### config.mk
export PLATFORM = sky130hd
export DESIGN_NAME = board_display_scan
export DESIGN_NICKNAME = d
export VERILOG_FILES = /design/src/rtl/board_display_scan_pkg.sv /design/src/rtl/board_display_scan_row_mux.sv /design/src/rtl/board_display_scan.sv
export SDC_FILE = /design/constraint.sdc
export NUM_CORES = 1
export LEC_CHECK = 0
export ABC_AREA = 1
export CAP_MARGIN = 0
export CORE_ASPECT_RATIO = 1.4
export CORE_MARGIN = 5
export CORE_UTILIZATION = 55
export DETAILED_ROUTE_END_ITERATION = 6
export PLACE_DENSITY_LB_ADDON = 0.08
export SLEW_MARGIN = 10
export SYNTH_ARGS = -nofsm -noshare
export SYNTH_HDL_FRONTEND = slang
export SYNTH_SLANG_ARGS = --single-unit
### constraint.sdc
create_clock -name clk -period 3.65 [get_ports clk]
set_clock_uncertainty 0.1 [all_clocks]
set_input_delay 1.095 -clock clk [delete_from_list [all_inputs] [get_ports clk]]
set_output_delay 1.095 -clock clk [all_outputs]
set_load 0.1 [all_outputs]
### src/rtl/board_display_scan_pkg.sv
// Shared cell codes, row indices, scan states and the cell decoder for board_display_scan.
package board_display_scan_pkg;

    localparam logic [1:0] CELL_EMPTY = 2'b11;
    localparam logic [1:0] CELL_P1    = 2'b01;
    localparam logic [1:0] CELL_P2    = 2'b10;
    localparam logic [1:0] CELL_BAD   = 2'b00;

    localparam logic [1:0] ROW0 = 2'd0;
    localparam logic [1:0] ROW1 = 2'd1;
    localparam logic [1:0] ROW2 = 2'd2;

    typedef enum logic {StBlank, StShow} scan_state_e;

    // Returns {red, green} for one active-low {p1_n, p2_n} cell code.
    function automatic logic [1:0] cell_decode(input logic [1:0] code);
        logic [1:0] rg;
        case (code)
            CELL_P1:              rg = 2'b10;
            CELL_P2:              rg = 2'b01;
            CELL_EMPTY, CELL_BAD: rg = 2'b00;
            default:              rg = 2'b00;
        endcase
        return rg;
    endfunction

endpackage

### src/rtl/board_display_scan_row_mux.sv
// Combinational column generator: picks one row of the snapshot and applies the blink masks.
module display_row_mux
    import board_display_scan_pkg::*;
(
    input  logic [1:0]  row,
    input  logic [17:0] snap,
    input  logic        red_off,
    input  logic        green_off,
    output logic [2:0]  red,
    output logic [2:0]  green
);

    logic [5:0] row_bits;

    always_comb begin
        case (row)
            ROW0:    row_bits = snap[17:12];
            ROW1:    row_bits = snap[11:6];
            ROW2:    row_bits = snap[5:0];
            default: row_bits = {3{CELL_EMPTY}};
        endcase
    end

    // Column 0 (left) is the first cell of the row, held in the top bits of the slice.
    for (genvar c = 0; c < 3; c++) begin : g_col
        logic [1:0] rg;
        assign rg       = cell_decode(row_bits[5-2*c -: 2]);
        assign red[c]   = rg[1] & ~red_off;
        assign green[c] = rg[0] & ~green_off;
    end

endmodule

### src/rtl/board_display_scan.sv
// Row-multiplexed 3x3 bicolour LED scanner with per-frame snapshot, blink and sticky code error.
// Optional PWM dimming via the `bright` port when DISPLAY_DIM_EN is defined.
module board_display_scan
    import board_display_scan_pkg::*;
#(
    parameter int unsigned PRESCALE     = 1000,
    parameter int unsigned BLANK        = 2,
    parameter int unsigned BLINK_FRAMES = 32
) (
    input  logic        clk,
    input  logic        reset,
    input  logic [17:0] cells_n,
    input  logic        p1_win_n,
    input  logic        p2_win_n,
    input  logic        grid_full_n,
`ifdef DISPLAY_DIM_EN
    input  logic [1:0]  bright,
`endif
    output logic [2:0]  row_sel,
    output logic [2:0]  col_red,
    output logic [2:0]  col_green,
    output logic        frame_tick,
    output logic        code_err
);

    localparam int unsigned CW = (PRESCALE > 1) ? $clog2(PRESCALE) : 1;
    localparam int unsigned BW = (BLINK_FRAMES > 1) ? $clog2(BLINK_FRAMES) : 1;
    localparam logic [CW-1:0] CNT_LAST   = CW'(PRESCALE - 1);
    localparam logic [BW-1:0] BLINK_LAST = BW'(BLINK_FRAMES - 1);

    scan_state_e   state_q, state_d;
    logic [CW-1:0] cnt_q, cnt_d;
    logic [1:0]    row_q, row_d;
    logic [BW-1:0] blink_q, blink_d;
    logic          phase_q, phase_d;
    logic          start_q;
    logic [17:0]   snap_q, snap_d;
    logic [2:0]    stat_n_q, stat_n_d;
    logic          code_err_d;
    logic          row_end, frame_wrap, frame_start, bad;
    logic          p1w, p2w, draw, red_off, green_off, col_en;
    logic [2:0]    mux_red, mux_green;
    logic [2:0]    row_sel_d, col_red_d, col_green_d;

    always_ff @(posedge clk) begin
        if (reset) begin
            state_q    <= StBlank;
            cnt_q      <= '0;
            row_q      <= ROW0;
            blink_q    <= '0;
            phase_q    <= 1'b0;
            start_q    <= 1'b1;
            snap_q     <= '1;
            stat_n_q   <= '1;
            row_sel    <= '0;
            col_red    <= '0;
            col_green  <= '0;
            frame_tick <= 1'b0;
            code_err   <= 1'b0;
        end else begin
            state_q    <= state_d;
            cnt_q      <= cnt_d;
            row_q      <= row_d;
            blink_q    <= blink_d;
            phase_q    <= phase_d;
            start_q    <= 1'b0;
            snap_q     <= snap_d;
            stat_n_q   <= stat_n_d;
            row_sel    <= row_sel_d;
            col_red    <= col_red_d;
            col_green  <= col_green_d;
            frame_tick <= frame_start;
            code_err   <= code_err_d;
        end
    end

    // The first cycle out of reset opens frame 0 in place, so the counter holds at 0.
    always_comb begin
        row_end     = (cnt_q == CNT_LAST);
        frame_wrap  = row_end && (row_q == ROW2);
        frame_start = start_q || frame_wrap;
        cnt_d       = cnt_q;
        row_d       = row_q;
        if (!start_q) begin
            cnt_d = row_end ? '0 : cnt_q + 1'b1;
            if (row_end) begin
                row_d = (row_q == ROW2) ? ROW0 : row_q + 2'd1;
            end
        end
        state_d = (cnt_d < CW'(BLANK)) ? StBlank : StShow;

        bad = 1'b0;
        for (int i = 0; i < 9; i++) begin
            if (cells_n[2*i +: 2] == CELL_BAD) bad = 1'b1;
        end

        snap_d     = snap_q;
        stat_n_d   = stat_n_q;
        code_err_d = code_err;
        if (frame_start) begin
            snap_d     = cells_n;
            stat_n_d   = {p1_win_n, p2_win_n, grid_full_n};
            code_err_d = code_err | bad;
        end

        blink_d = blink_q;
        phase_d = phase_q;
        if (frame_wrap) begin
            if (blink_q == BLINK_LAST) begin
                blink_d = '0;
                phase_d = ~phase_q;
            end else begin
                blink_d = blink_q + 1'b1;
            end
        end

        p1w       = ~stat_n_d[2];
        p2w       = ~stat_n_d[1];
        draw      = ~stat_n_d[0] & ~p1w & ~p2w;
        red_off   = phase_d & (p1w | draw);
        green_off = phase_d & (p2w | draw);
    end

`ifdef DISPLAY_DIM_EN
    logic [1:0] pwm_q, pwm_d;

    assign pwm_d  = pwm_q + 2'd1;
    assign col_en = (pwm_d <= bright);

    always_ff @(posedge clk) begin
        if (reset) pwm_q <= '0;
        else       pwm_q <= pwm_d;
    end
`else
    assign col_en = 1'b1;
`endif

    display_row_mux u_row_mux (
        .row       (row_d),
        .snap      (snap_d),
        .red_off   (red_off),
        .green_off (green_off),
        .red       (mux_red),
        .green     (mux_green)
    );

    always_comb begin
        row_sel_d   = '0;
        col_red_d   = '0;
        col_green_d = '0;
        if (state_d == StShow) begin
            row_sel_d = 3'b001 << row_d;
            if (col_en) begin
                col_red_d   = mux_red;
                col_green_d = mux_green;
            end
        end
    end

endmodule

Word level (Yosys, flattened, before mapping)
Index checks and enable logic that the tools add are counted.
- flip-flop bits (word level): 51
- input port bits: 23
- output and inout port bits: 11
- add/subtract/negate cells: 3
- magnitude comparators: 1
- equality and inequality tests: 14
- shift operators: 1
- mux-type cells: 24
- bitwise logic cells: 19
- reduce and logical (&&, ||, !) cells: 19
- operators by type and width (cell ; count):
    2-bit logical NOT ; 13
    10-bit 2-to-1 mux ; 2
    18-bit 2-to-1 mux ; 1
    2-bit one-hot mux with 3 select lines ; 3
    6-bit one-hot mux with 3 select lines ; 1
    2-bit equality test, second input constant ; 8
    1-bit 2-to-1 mux ; 12
    10-bit by 1-bit adder with 10-bit output, second input constant ; 1
    1-bit bitwise AND ; 10
    10-bit equality test, second input constant ; 1
    10-bit by 2-bit less-than comparator with 1-bit output, second input constant ; 1
    2-bit by 1-bit equality test with 1-bit output, second input constant ; 4
    2-bit OR reduction ; 4
    2-bit 2-to-1 mux ; 3
    1-bit inverter ; 6
    5-bit by 1-bit adder with 5-bit output, second input constant ; 1
    5-bit equality test, second input constant ; 1
    5-bit 2-to-1 mux ; 1
    3-bit 2-to-1 mux ; 1
    1-bit bitwise OR ; 3
    1-bit by 2-bit << shifter with 3-bit output, first input constant ; 1
    2-bit by 1-bit adder with 2-bit output, second input constant ; 1
    1-bit logical AND ; 1
    1-bit logical OR ; 1

Longest topological paths before layout
- word-level depth: 11
- depth in mapped cells: 13

Cells and area by module
A second synthesis with hierarchy kept.
- cell total of the unflattened synthesis: 364
- area, all modules: 2543.7 µm²
- modules (own cells, without submodules) (module ; times used ; cells an instance ; area an instance (µm²) ; sequential area each (µm²)):
    board_display_scan ; 1 ; 320 ; 2312.2 ; 1021.0
    display_row_mux ; 1 ; 44 ; 231.5 ; 0.0

Worst setup path after synthesis
Ideal clock, no wire load.
- kind: register -> output
- from: register code_err
- to: output port code_err
- arrival: 0.925 ns
- required time: 2.455 ns
- slack: 1.530 ns
- stages on the path, launching flop included: 1
- buffers on the path: 0
- cell sequence: dfxtp_1
- RTL lines (element ; line ; text):
    start: declaration ; board_display_scan.sv:23 ; output logic code_err
    start signal: assignment ; board_display_scan.sv:73 ; code_err <= code_err_d;
No word-level cell between the ends.

Final worst setup path
- from: register cnt_q[0]
- to: register col_red[0]
- cells in the longest elaborated chain, start to end: 11
- RTL lines (element ; line ; text):
    start: declaration ; board_display_scan.sv:32 ; logic [CW-1:0] cnt_q, cnt_d;
    start signal: assignment ; board_display_scan.sv:62 ; cnt_q <= cnt_d;
    branches (longest 11 deep; another with 10-bit by 1-bit adder with 10-bit output) ; - ;
    end signal: assignment ; board_display_scan.sv:70 ; col_red <= col_red_d;
    end: declaration ; board_display_scan.sv:20 ; output logic [2:0] col_red,
Parallel ways; which one is timed is not known.
A chain may end at the register's enable or synchronous reset.

==> metrics <==
Pre-antenna DRT Iters=5; Cell Pwr Density=356 mW/mm^2; global-route wire length before repair=11.9 mm; die area=0.00679 sq mm; Setup CP Type=reg2reg; synth top area cells=dfxtp_1 (36%), nand2_1 (21%), nand3_1 (8.5%); area share of xor/xnor cells in the synthesized design=0.914%; Hold Path Origin=stat_n_q[2]$_SDFF_PP1_; simple-gate share of the synthesized area=48.3%; Synth Area in Compound Gates=4.22%; CTS root buffer=clkbuf_8; syn_nets=475; register area share after synthesis=35.5%; crit share post-route=75.6%; Slew HR=57.3%; largest family of logic cells by synthesized area=simple AND/OR/NAND/NOR gates; crit path time final=2.76 ns; post-route ant nets=0; top cell type's share of synthesized area=35.5%; RSZ-0062 raised after global routing=false; Hold Buf Count CTS=0; Sw Ratio=28.2%; clock share of power=33.7%; GRT Resource Usage Total=22.2%; Via density=5.15; P_int=849 uW; Tot Pwr=1.18 mW; Final Hold Slack=0.359 ns; Final Net Count=503; Post-DP HPWL=5.38 mm; Reg2Reg Depth=12; LEAKAGE=1.73 nW; total routed wirelength=7.07 mm; Die Y=95.6 um; DR iter-0 viols=111; worst skew pair latency=0.31 ns; FF-to-FF End=col_red[0]$_SDFF_PP0_; Worst Setup Start Kind=flop; crit path DAT=2.86 ns; #FFs+latches synth=51; CTS H-tree lvls=2; Wirelength per Cell=13.0 um; Worst-Margin Slew=0.640 ns; Critical Path Fanout Max=41; post-synthesis adder-cell area fraction=1.31%; Longest Clk Path Bufs=2; Setup TNS=0 ns; Hold Vio Cnt, Final=0; Seq pwr share=49.8%; vias in the first global route=2708; FP Rows=31; Crit Reg-Reg Startpoint=cnt_q[0]$_SDFFE_PP0N_; largest net degree at the start of global routing=42; Ant. Diodes=0; Max Slew Vio Count=0; Post-DP Area=0.00321 sq mm; initial cell density of the core=56.2%; Peak VDD IR=0.210 mV; Design Area, Final=0.00332 sq mm; CTS Sinks=51; Distinct cells, synth=34; Setup Buffers After CTS=0; GRT overflow=0; I/O Buffers=33; die span in x=71.1 um; Core Footprint=0.00512 sq mm; Net Sw Power=333 uW; Critical Path RT=3.75 ns; Post-CTS Resized=0; layout cells sized above 1=9.62%; # IOs=34; Clock Pin Slew Worst Setup and Hold Paths=0.10 ns; DRC viols=0; Hold Path Class=reg2reg; maximum clock rate=362 MHz; Synth-to-Final Area Change=15.4%; CTS Buf Count=5; Reg2Reg Setup Slack=0.89 ns; WHS Path Cells=2; largest area contributor in the synthesized netlist=dfxtp_1; Synth Cell Area=0.00288 sq mm; logic gate share of total power=16.5%; status=finished clean; initial antenna violation count=0; Mean Syn Cell Area=6.40 sq um; post-synthesis mux area share=0%; Setup Viol. Count Final=0; DR vias=2804; Mapped Cells=449; gpl congestion=0.901; CTS tree=yes; Synth Warn #=0; Worst setup EP type=flop; Worst Hold Path EP=stat_n_q[2]$_SDFF_PP1_; max cap viols=0
[power by group through the flow]
stage          clock (mW)  sequential (mW)  combinational (mW)
6_report            0.398            0.589               0.195
5_1_grt             0.427            0.591               0.216
4_1_cts             0.404            0.589               0.195
3_5_place_dp            0            0.602               0.194
3_3_place_gp            0            0.601               0.192
2_1_floorplan           0            0.637              0.0964
[placed cells by master, fill, tap and decap left out, types with 2 or more instances in the layout]
| master | netlist | routed |
|---|---|---|
| nor2_8 | 2 | 2 |
| inv_1 | 46 | 46 |
| nand4_1 | 4 | 4 |
| clkdlybuf4s50_1 | 0 | 22 |
| buf_4 | 2 | 14 |
| nand2_2 | 4 | 4 |
| nor2_4 | 2 | 2 |
| nor3_1 | 3 | 3 |
| nand2_4 | 5 | 5 |
| ha_1 | 3 | 3 |
| xor2_1 | 3 | 3 |
| nand2_1 | 160 | 160 |
| nand3b_1 | 6 | 6 |
| inv_2 | 2 | 2 |
| clkbuf_8 | 0 | 5 |
| o21ai_0 | 12 | 12 |
| nor2_2 | 2 | 2 |
| clkinv_4 | 1 | 2 |
| nand3_1 | 49 | 49 |
| dfxtp_1 | 51 | 51 |
| a21oi_1 | 6 | 6 |
| nor2_1 | 63 | 63 |
[cells in the mapped netlist (all sizes together)]
master / n
o41ai: 1
buf: 10
dfxtp: 51
clkinv: 1
nand4: 5
or2: 1
nor2: 69
nor3: 3
nand3b: 6
nand3: 50
inv: 50
clkbuf: 5
o221ai: 1
nand2: 170
o21ai: 12
xor2: 3
a21oi: 6
ha: 3
o22ai: 1
o211ai: 1
[sequential cells by signal, summed over array words and instances, names as in the netlist]
signal and flops:
row_sel 3, stat_n_q 3, start_q 1, col_red 3
col_green 3, blink_q 5, snap_q 18, phase_q 1
cnt_q 10, frame_tick 1, code_err 1, row_q 2
[through the flow]
stage	worst slack, ns	cells	utilization [%]
after global routing	0.605	544	64.8
after floorplan	1.53	449	-
after detailed placement	0.889	536	62.6
after global placement	0.897	536	62.6
after CTS	0.862	544	64.8
final	0.890	544	64.8
[how the worst max path moves through the flow]
stage / from / cells after the start / slack [ns] / to
final: cnt_q[0]$_SDFFE_PP0N_ / 12 / 0.89 / col_red[0]$_SDFF_PP0_
after global routing: cnt_q[1]$_SDFF_PP0_ / 12 / 0.61 / col_red[0]$_SDFF_PP0_
after CTS: cnt_q[1]$_SDFF_PP0_ / 12 / 0.86 / col_red[0]$_SDFF_PP0_
after detailed placement: cnt_q[1]$_SDFF_PP0_ / 12 / 0.89 / col_red[0]$_SDFF_PP0_
after global placement: cnt_q[1]$_SDFF_PP0_ / 12 / 0.90 / col_red[0]$_SDFF_PP0_
after floorplan: code_err$_SDFFE_PP0N_ / 0 / 1.53 / code_err
[cell type report]
type / instances / area (sq um)
clock buffer: 5 / 68.8
fill: 505 / 1800
multi-input combinational: 332 / 1570
clock inverter: 3 / 43.8
inverter: 51 / 204
timing repair buffer: 36 / 325
tap: 66 / 82.6
sequential: 51 / 1020
[routing by layer]
layer	part of all wire, %	global-route usage [%]	routed length, um
met5	0	0	0
met4	5.5	13.8	389
met3	4.1	3.59	287
met2	52	41.0	3700
met1	38	23.3	2690
[cell families (layout without fill, tap and decap cells)]
kind of cell,count (synthesis),in the layout
AO/OA/AOI/OAI,22,22
XOR/XNOR,3,3
adder cells (fa/ha/maj),3,3
buffers and inverters,66,95
flip-flops,51,51
AND/OR/NAND/NOR,304,304
[critical path, stage by stage (launching register included)]
cell and delay (ns):
dfxtp_1 0.35, ha_1 0.24, nand2_4 0.12, nor2_8 0.05, nand4_4 0.08, buf_4 0.37, nand2_2 0.47, o21ai_0 0.47
nand2_1 0.09, nand2_1 0.06, nand2_1 0.04, nand2_1 0.12, nor2_1 0.06
Note: power is estimated with default switching activity, not from simulation.
